--- config.mk ---
export PLATFORM = sky130hd
export DESIGN_NAME = mult_div_unit
export DESIGN_NICKNAME = d
export VERILOG_FILES = /design/src/rtl/mult_div_unit.sv
export SDC_FILE = /design/constraint.sdc
export NUM_CORES = 1
export LEC_CHECK = 0
export CAP_MARGIN = 25
export CORE_MARGIN = 1
export CORE_UTILIZATION = 40
export CTS_BUF_LIST = sky130_fd_sc_hd__clkbuf_8
export CTS_CLUSTER_SIZE = 14
export DETAILED_ROUTE_END_ITERATION = 16
export PLACE_DENSITY = 0.59
export SLEW_MARGIN = 20
export SYNTH_ARGS = -nofsm -noshare
export SYNTH_HDL_FRONTEND = slang
export SYNTH_SLANG_ARGS = --single-unit
--- constraint.sdc ---
create_clock -name Clk -period 10.84 [get_ports Clk]
set_clock_uncertainty 0.05 [all_clocks]
set_input_delay 1.626 -clock Clk [delete_from_list [all_inputs] [get_ports Clk]]
set_output_delay 1.626 -clock Clk [all_outputs]
set_load 0.01 [all_outputs]
--- src/rtl/mult_div_unit.sv ---
// Iterative 32-bit multiply/divide unit for the Execute stage.
// It retires one bit per cycle, so every op takes a fixed 34-edge latency.
module mult_div_unit (
  input  logic        Clk,
  input  logic        Rst,
  input  logic        Start,
  input  logic [1:0]  Op,
  input  logic [31:0] A,
  input  logic [31:0] B,
  input  logic        Flush,
  output logic        Busy,
  output logic        Done,
  output logic [31:0] ResultHi,
  output logic [31:0] ResultLo,
  output logic        DivByZero
);

  typedef enum logic [1:0] {IDLE = 2'd0, CALC = 2'd1, FIXUP = 2'd2} state_t;

  state_t      state_r;
  logic [4:0]  cnt_r;
  logic        is_div_r;
  logic        neg_lo_r;
  logic        neg_hi_r;
  logic        dz_r;
  logic [31:0] opb_r;
  logic [31:0] a_raw_r;
  logic [63:0] acc_r;

  logic        sgn_s;
  logic        sa_s;
  logic        sb_s;
  logic [63:0] acc_next_s;
  logic [32:0] sum_s;
  logic [32:0] shift_s;
  logic [32:0] diff_s;
  logic [63:0] prod_s;
  logic [31:0] res_hi_s;
  logic [31:0] res_lo_s;
  logic        res_dz_s;

  function automatic logic [31:0] mag32(input logic [31:0] v, input logic signed_op);
    return (signed_op && v[31]) ? (~v + 32'd1) : v;
  endfunction

  function automatic logic [31:0] neg32(input logic [31:0] v, input logic neg);
    return neg ? (~v + 32'd1) : v;
  endfunction

  function automatic logic [63:0] neg64(input logic [63:0] v, input logic neg);
    return neg ? (~v + 64'd1) : v;
  endfunction

  // Operand sign decode; Op[0]=0 selects the signed variants.
  always_comb begin
    sgn_s = ~Op[0];
    sa_s  = sgn_s & A[31];
    sb_s  = sgn_s & B[31];
  end

  // One iteration step and the final sign fixup of the accumulator.
  always_comb begin
    sum_s      = {1'b0, acc_r[63:32]} + (acc_r[0] ? {1'b0, opb_r} : 33'd0);
    shift_s    = {acc_r[63:32], acc_r[31]};
    diff_s     = shift_s - {1'b0, opb_r};
    acc_next_s = {sum_s, acc_r[31:1]};
    if (is_div_r) begin
      // Restoring divide: a non-negative trial difference sets the quotient bit.
      if (!diff_s[32]) begin
        acc_next_s = {diff_s[31:0], acc_r[30:0], 1'b1};
      end else begin
        acc_next_s = {shift_s[31:0], acc_r[30:0], 1'b0};
      end
    end else begin
      acc_next_s = {sum_s, acc_r[31:1]};
    end

    prod_s   = neg64(acc_r, neg_lo_r);
    res_hi_s = prod_s[63:32];
    res_lo_s = prod_s[31:0];
    res_dz_s = 1'b0;
    if (dz_r) begin
      res_hi_s = a_raw_r;
      res_lo_s = 32'hFFFF_FFFF;
      res_dz_s = 1'b1;
    end else if (is_div_r) begin
      res_hi_s = neg32(acc_r[63:32], neg_hi_r);
      res_lo_s = neg32(acc_r[31:0], neg_lo_r);
    end else begin
      res_hi_s = prod_s[63:32];
      res_lo_s = prod_s[31:0];
    end
  end

  // Control FSM, iteration datapath and registered outputs.
  always_ff @(posedge Clk or posedge Rst) begin
    if (Rst) begin
      state_r   <= IDLE;
      cnt_r     <= 5'd0;
      is_div_r  <= 1'b0;
      neg_lo_r  <= 1'b0;
      neg_hi_r  <= 1'b0;
      dz_r      <= 1'b0;
      opb_r     <= 32'd0;
      a_raw_r   <= 32'd0;
      acc_r     <= 64'd0;
      Busy      <= 1'b0;
      Done      <= 1'b0;
      ResultHi  <= 32'd0;
      ResultLo  <= 32'd0;
      DivByZero <= 1'b0;
    end else begin
      Done <= 1'b0;
      case (state_r)
        IDLE: begin
          if (Start && !Flush) begin
            state_r  <= CALC;
            Busy     <= 1'b1;
            cnt_r    <= 5'd0;
            is_div_r <= Op[1];
            acc_r    <= {32'd0, mag32(A, sgn_s)};
            opb_r    <= mag32(B, sgn_s);
            a_raw_r  <= A;
            neg_lo_r <= sa_s ^ sb_s;
            neg_hi_r <= Op[1] ? sa_s : (sa_s ^ sb_s);
            dz_r     <= Op[1] && (B == 32'd0);
          end else begin
            state_r <= IDLE;
            Busy    <= 1'b0;
          end
        end
        CALC: begin
          if (Flush) begin
            state_r <= IDLE;
            Busy    <= 1'b0;
          end else begin
            acc_r <= acc_next_s;
            cnt_r <= cnt_r + 5'd1;
            if (cnt_r == 5'd31) begin
              state_r <= FIXUP;
            end else begin
              state_r <= CALC;
            end
          end
        end
        FIXUP: begin
          state_r <= IDLE;
          Busy    <= 1'b0;
          if (Flush) begin
            Done <= 1'b0;
          end else begin
            ResultHi  <= res_hi_s;
            ResultLo  <= res_lo_s;
            DivByZero <= res_dz_s;
            Done      <= 1'b1;
          end
        end
        default: begin
          state_r <= IDLE;
          Busy    <= 1'b0;
        end
      endcase
    end
  end

endmodule
Word level (Yosys, flattened, before mapping)
Cells that the tools add are included.
{ "word_totals": {"ff_bits": 206, "inputBits": 70, "output_inout_bits": 67, "wordCells": 78} }
{ "op_classes": {"addsub": 8, "n_eq_ne": 6, "mux": 29, "bitwise_logic": 10, "n_reduce_logical": 11} }
{ "op_table": {"columns": ["cell", "count"], "rows": [
  ["64-bit two-way mux", 5],
  ["32-bit two-way mux", 9],
  ["32-bit by 1-bit adder with 32-bit output, second input constant", 4],
  ["32-bit inverter", 4],
  ["64-bit case mux with 2 select lines", 1],
  ["64-bit by 1-bit adder with 64-bit output, second input constant", 1],
  ["64-bit inverter", 1],
  ["32-bit by 32-bit adder with 33-bit output", 1],
  ["33-bit by 32-bit subtractor with 33-bit output", 1],
  ["32-bit logical NOT", 1],
  ["5-bit two-way mux", 2],
  ["5-bit case mux with 2 select lines", 1],
  ["1-bit two-way mux", 7],
  ["2-bit != test, second input constant", 3],
  ["5-bit by 1-bit adder with 5-bit output, second input constant", 1],
  ["5-bit equality test, second input constant", 1],
  ["1-bit logical AND", 4],
  ["2-bit two-way mux", 2],
  ["2-bit case mux with 2 select lines", 1],
  ["2-bit AND reduction", 2],
  ["3-bit AND reduction", 1],
  ["1-bit bitwise AND", 2],
  ["2-bit by 1-bit equality test with 1-bit output, second input constant", 1],
  ["2-bit equality test, second input constant", 1],
  ["other kinds (6)", 7]
]} }

Logic depth before layout (Yosys ltp)
{ "logic_depth": {"ltp_word": 5, "ltp_mapped": 15, "depth_no_buf": 14} }

Worst setup path after synthesis
No wires, ideal clock.
{ "synth_path": {"path_type": "input-to-reg", "start": "input port A[6]", "end": "register acc_r[30]", "setup_ns": 0.077, "arrival_ns": 3.928, "required_ns": 10.713, "slack_ns": 6.785, "stages": 9, "n_path_buf": 0, "path_cell_list": "or4_4 -> or4_4 -> nor3b_4 -> nand3_2 -> or4_4 -> o41ai_2 -> xnor2_1 -> o21ai_1 -> o21ai_1"} }
{ "synth_between": {"elab_chain_len": 5} }
{ "synth_lines": {"columns": ["element", "line_no", "text"], "rows": [
  ["start: declaration", "8", "input logic [31:0] A,"],
  ["32-bit inverter", "43", "return (signed_op && v[31]) ? (~v + 32'd1) : v;"],
  ["32-bit by 1-bit adder with 32-bit output", "43", null],
  ["32-bit two-way mux", "43", null],
  ["64-bit two-way mux", "116", "if (Start && !Flush) begin"],
  ["64-bit case mux with 2 select lines", "114", "case (state_r)"],
  ["end signal: assignment", "121", "acc_r <= {32'd0, mag32(A, sgn_s)};"],
  ["end signal: assignment", "137", "acc_r <= acc_next_s;"],
  ["end: declaration", "28", "logic [63:0] acc_r;"]
]} }
No other way between the ends. The select of a mux whose other input is x is not followed.
A chain may end at the register's enable or synchronous reset.

Final worst setup path
{ "layout_path": {"start": "input port A[6]", "end": "register acc_r[29]"} }
Same word-level chain as after synthesis.

==> metrics.yaml <==
clk_pin_slew_ns: 0.06
top_layer_used: "met5"
antenna_cells: 0
ant_nets: 0
initial_core_util_pct: 40.8
placement_rows: 70
ff_latch_area_um2: 5160
cts_hold_buf: 0
grt_pass1_wl_um: 72700
dr.pass1.iters: 5
crit_fanout: 6
setup_violations: 0
yosys-top-cells-area: "dfrtp_1 (34%), nand2_1 (7.8%), o21ai_0 (6.6%)"
cts_sinks: 206
fp.dieH_um: 196
cts_tree: "yes"
post_cts_buffers: 0
place_congestion: 0.911
routedWlPerCell_um: 18.6
start_kind: "primary input"
synth_warnings: 0
finalSetupTns_ns: 0
synth_fp_nets: 2025
path_common_cell: "nand2_1"
finalInstanceArea_um2: 17700
ys_ff_latch: 206
relSlewSlack_pct: 19.8
io_pins: 137
crit_path_top_delay_cell: "or4_4"
vias_per_cell: 5.58
drt_iter0_drc: 982
finalHoldWorstSlack_ns: 0.419
post_cts_resize_count: 0
rsz0062_at_grt: "no"
r2r_cells: 14
setup.worst_path.start: "A[6]"
grt_max_degree: 136
crit_type: "in -> reg"
rrSetupSlack_ns: 6.56
layout_common_cells: "nand2_1 (310), dfrtp_1 (204), o21ai_0 (198), nor2_1 (171), a21oi_1 (149)"
n_fill_cell: 3664
syn_inst: 1883
yosys.area.top_type: "dfrtp_1"
wl_met1_um: 22300
yosys_most_used_dff: "dfrtp_1"
nets: 2116
area_growth_pct: 18.0
die_width_um: 196
first_global_vias: 13134
cts_buffer_depth: 3
hold_class: "reg -> reg"
die-area_um2: 38300
power.density_nw_per_um2: 236
vias: 13801
crit_path_cell_trace: "clkdlybuf4s50_1, or4_4, nor2_1, nand2_1, nor3b_1, nand2_1, nor4_1, a2111oi_0, a31oi_1, o21ai_0"
routed_wl_um: 46100
multi_input_area_um2: 9270
max_freq_mhz: 232
htreeDepth: 2
synth.distinct_cells: 70
hold_viol_final: 0
cts_root_buffer: "clkbuf_8"
cts_made_buffers: 40
synth_edf_count: 0
cp.depth: 10
worstReg2RegStart: "acc_r[31]"
met3WireLength_um: 2550
layout_commonest_cell: "nand2_1"
arrival_ns: 4.67
dr_wl_met2_um: 20400
drv_cap: 0
synthArstFlopShare_pct: 100
drive_above_1_share_pct: 5.63
grtUsageTotal_pct: 23.9
crit_family: "simple AND/OR/NAND/NOR gates"
period_needed_ns: 4.30
antenna_found_initial: 1
dpl.hpwl_um: 34000
clk_latency_ns: 0.56
crit_buf_inv: 1
portBuffers: 136
worstMarginPinSlew_ns: 1.17
synth.top_cell.area_share_pct: 34.3
drc: 0
fin_crit_sh_pct: 39.7
status: "completed"
netlist_area_um2: 15000
drv_slew: 0
overflow: 0
syn_avg_cell_area_um2: 7.98
endpoint_kind: "register"
required_ns: 11.21
core_um2: 36800
placed_cell_area_um2: 16700
crit_end: "acc_r[29]"
seq_area_frac_synth_pct: 34.3
p_leak_nw: 7.88
ir_worst_vdd_mv: 0.113
r2r-end: "acc_r[52]"
cpPeakStageDelay_ns: 0.59
[flip-flops by register name, summed over array words and instances (netlist names)]
| signal | cells |
|---|---|
| acc_r | 64 |
| ResultHi | 32 |
| ResultLo | 32 |
| a_raw_r | 32 |
| opb_r | 32 |
| cnt_r | 5 |
| state_r | 2 |
| Busy | 1 |
| DivByZero | 1 |
| Done | 1 |
| dz_r | 1 |
| is_div_r | 1 |
| neg_hi_r | 1 |
| neg_lo_r | 1 |
[where the power goes]
group	internal [mW]	switching (mW)	leakage [nW]
clock	0.525	0.361	0.521
combinational	0.876	1.25	4.67
sequential	0.908	0.256	2.69
total	2.31	1.87	7.88
[per-stage QoR]
| step | std cells | total power, mW | setup slack (ns) | utilization (%) |
|---|---|---|---|---|
| after detailed placement | 2397 | 3.26 | 6.04 | 45.5 |
| after floorplan | 1883 | 2.70 | 3.54 | - |
| after CTS | 2471 | 4.16 | 6.55 | 48.0 |
| after global routing | 2474 | 4.49 | 6.30 | 48.2 |
| final | 2474 | 4.18 | 6.54 | 48.2 |
| after global placement | 2394 | 3.24 | 6.05 | 45.4 |
[layer usage]
layer  vias up  track usage [%]
li1       6809                -
met1      6510             34.7
met2       427             37.4
met3        53             2.97
met4         2             6.13
met5         -                0
[worst register-to-register path, delay by kind of cell, from the launching register on]
family                     cells  cell delay, ns
and+or+nand+nor                2            0.31
AOI/OAI and AO/OA              7            1.44
muxes                          1            0.47
DFF                            1            0.37
buffers and inverters          2            0.79
adders and majority gates      2            0.73
[layout make-up]
| class | instances | share of cell area [%] |
|---|---|---|
| tap | 468 | 3.30 |
| clock inverter | 19 | 0.960 |
| multi-input combinational | 1512 | 52.3 |
| sequential | 206 | 29.1 |
| timing repair buffer | 155 | 8.76 |
| inverter | 59 | 1.29 |
| clock buffer | 55 | 4.27 |
[synth_stat cells, types with 7 or more instances]
cell type	instances
o41ai_1	9
inv_1	57
ha_1	70
xnor2_1	102
o21ai_0	198
nor2b_1	11
clkbuf_1	88
and3_1	8
nor4_1	17
nor3_1	34
o211ai_1	12
a31oi_1	15
a22oi_1	13
a21o_1	33
or4_1	7
nor2_1	173
or3_1	7
nand2_1	311
nand2b_1	22
a211oi_1	12
nand4_1	14
dfrtp_1	206
buf_1	12
nand3_1	21
a21oi_1	149
o31ai_1	23
xor2_1	69
mux2i_1	62
o21ai_1	20
[worst min path at each step]
stage	from	endpoint	depth (start not counted)
after floorplan	a_raw_r[13]	a_raw_r[13]	2
after global placement	a_raw_r[17]	a_raw_r[17]	2
after detailed placement	a_raw_r[21]	a_raw_r[21]	2
after CTS	a_raw_r[21]	a_raw_r[21]	2
after global routing	a_raw_r[13]	a_raw_r[13]	2
final	a_raw_r[21]	a_raw_r[21]	2
[cell families after synthesis]
family / Yosys count / share of synthesized area (%)
compound gates: 545 / 21.5
xor+xnor: 171 / 9.97
fa+ha+maj: 72 / 6.10
buf+inv: 165 / 4.22
flops: 206 / 34.3
mux: 65 / 4.36
simple gates: 659 / 19.5
Note: power is estimated with default switching activity, not from simulation.
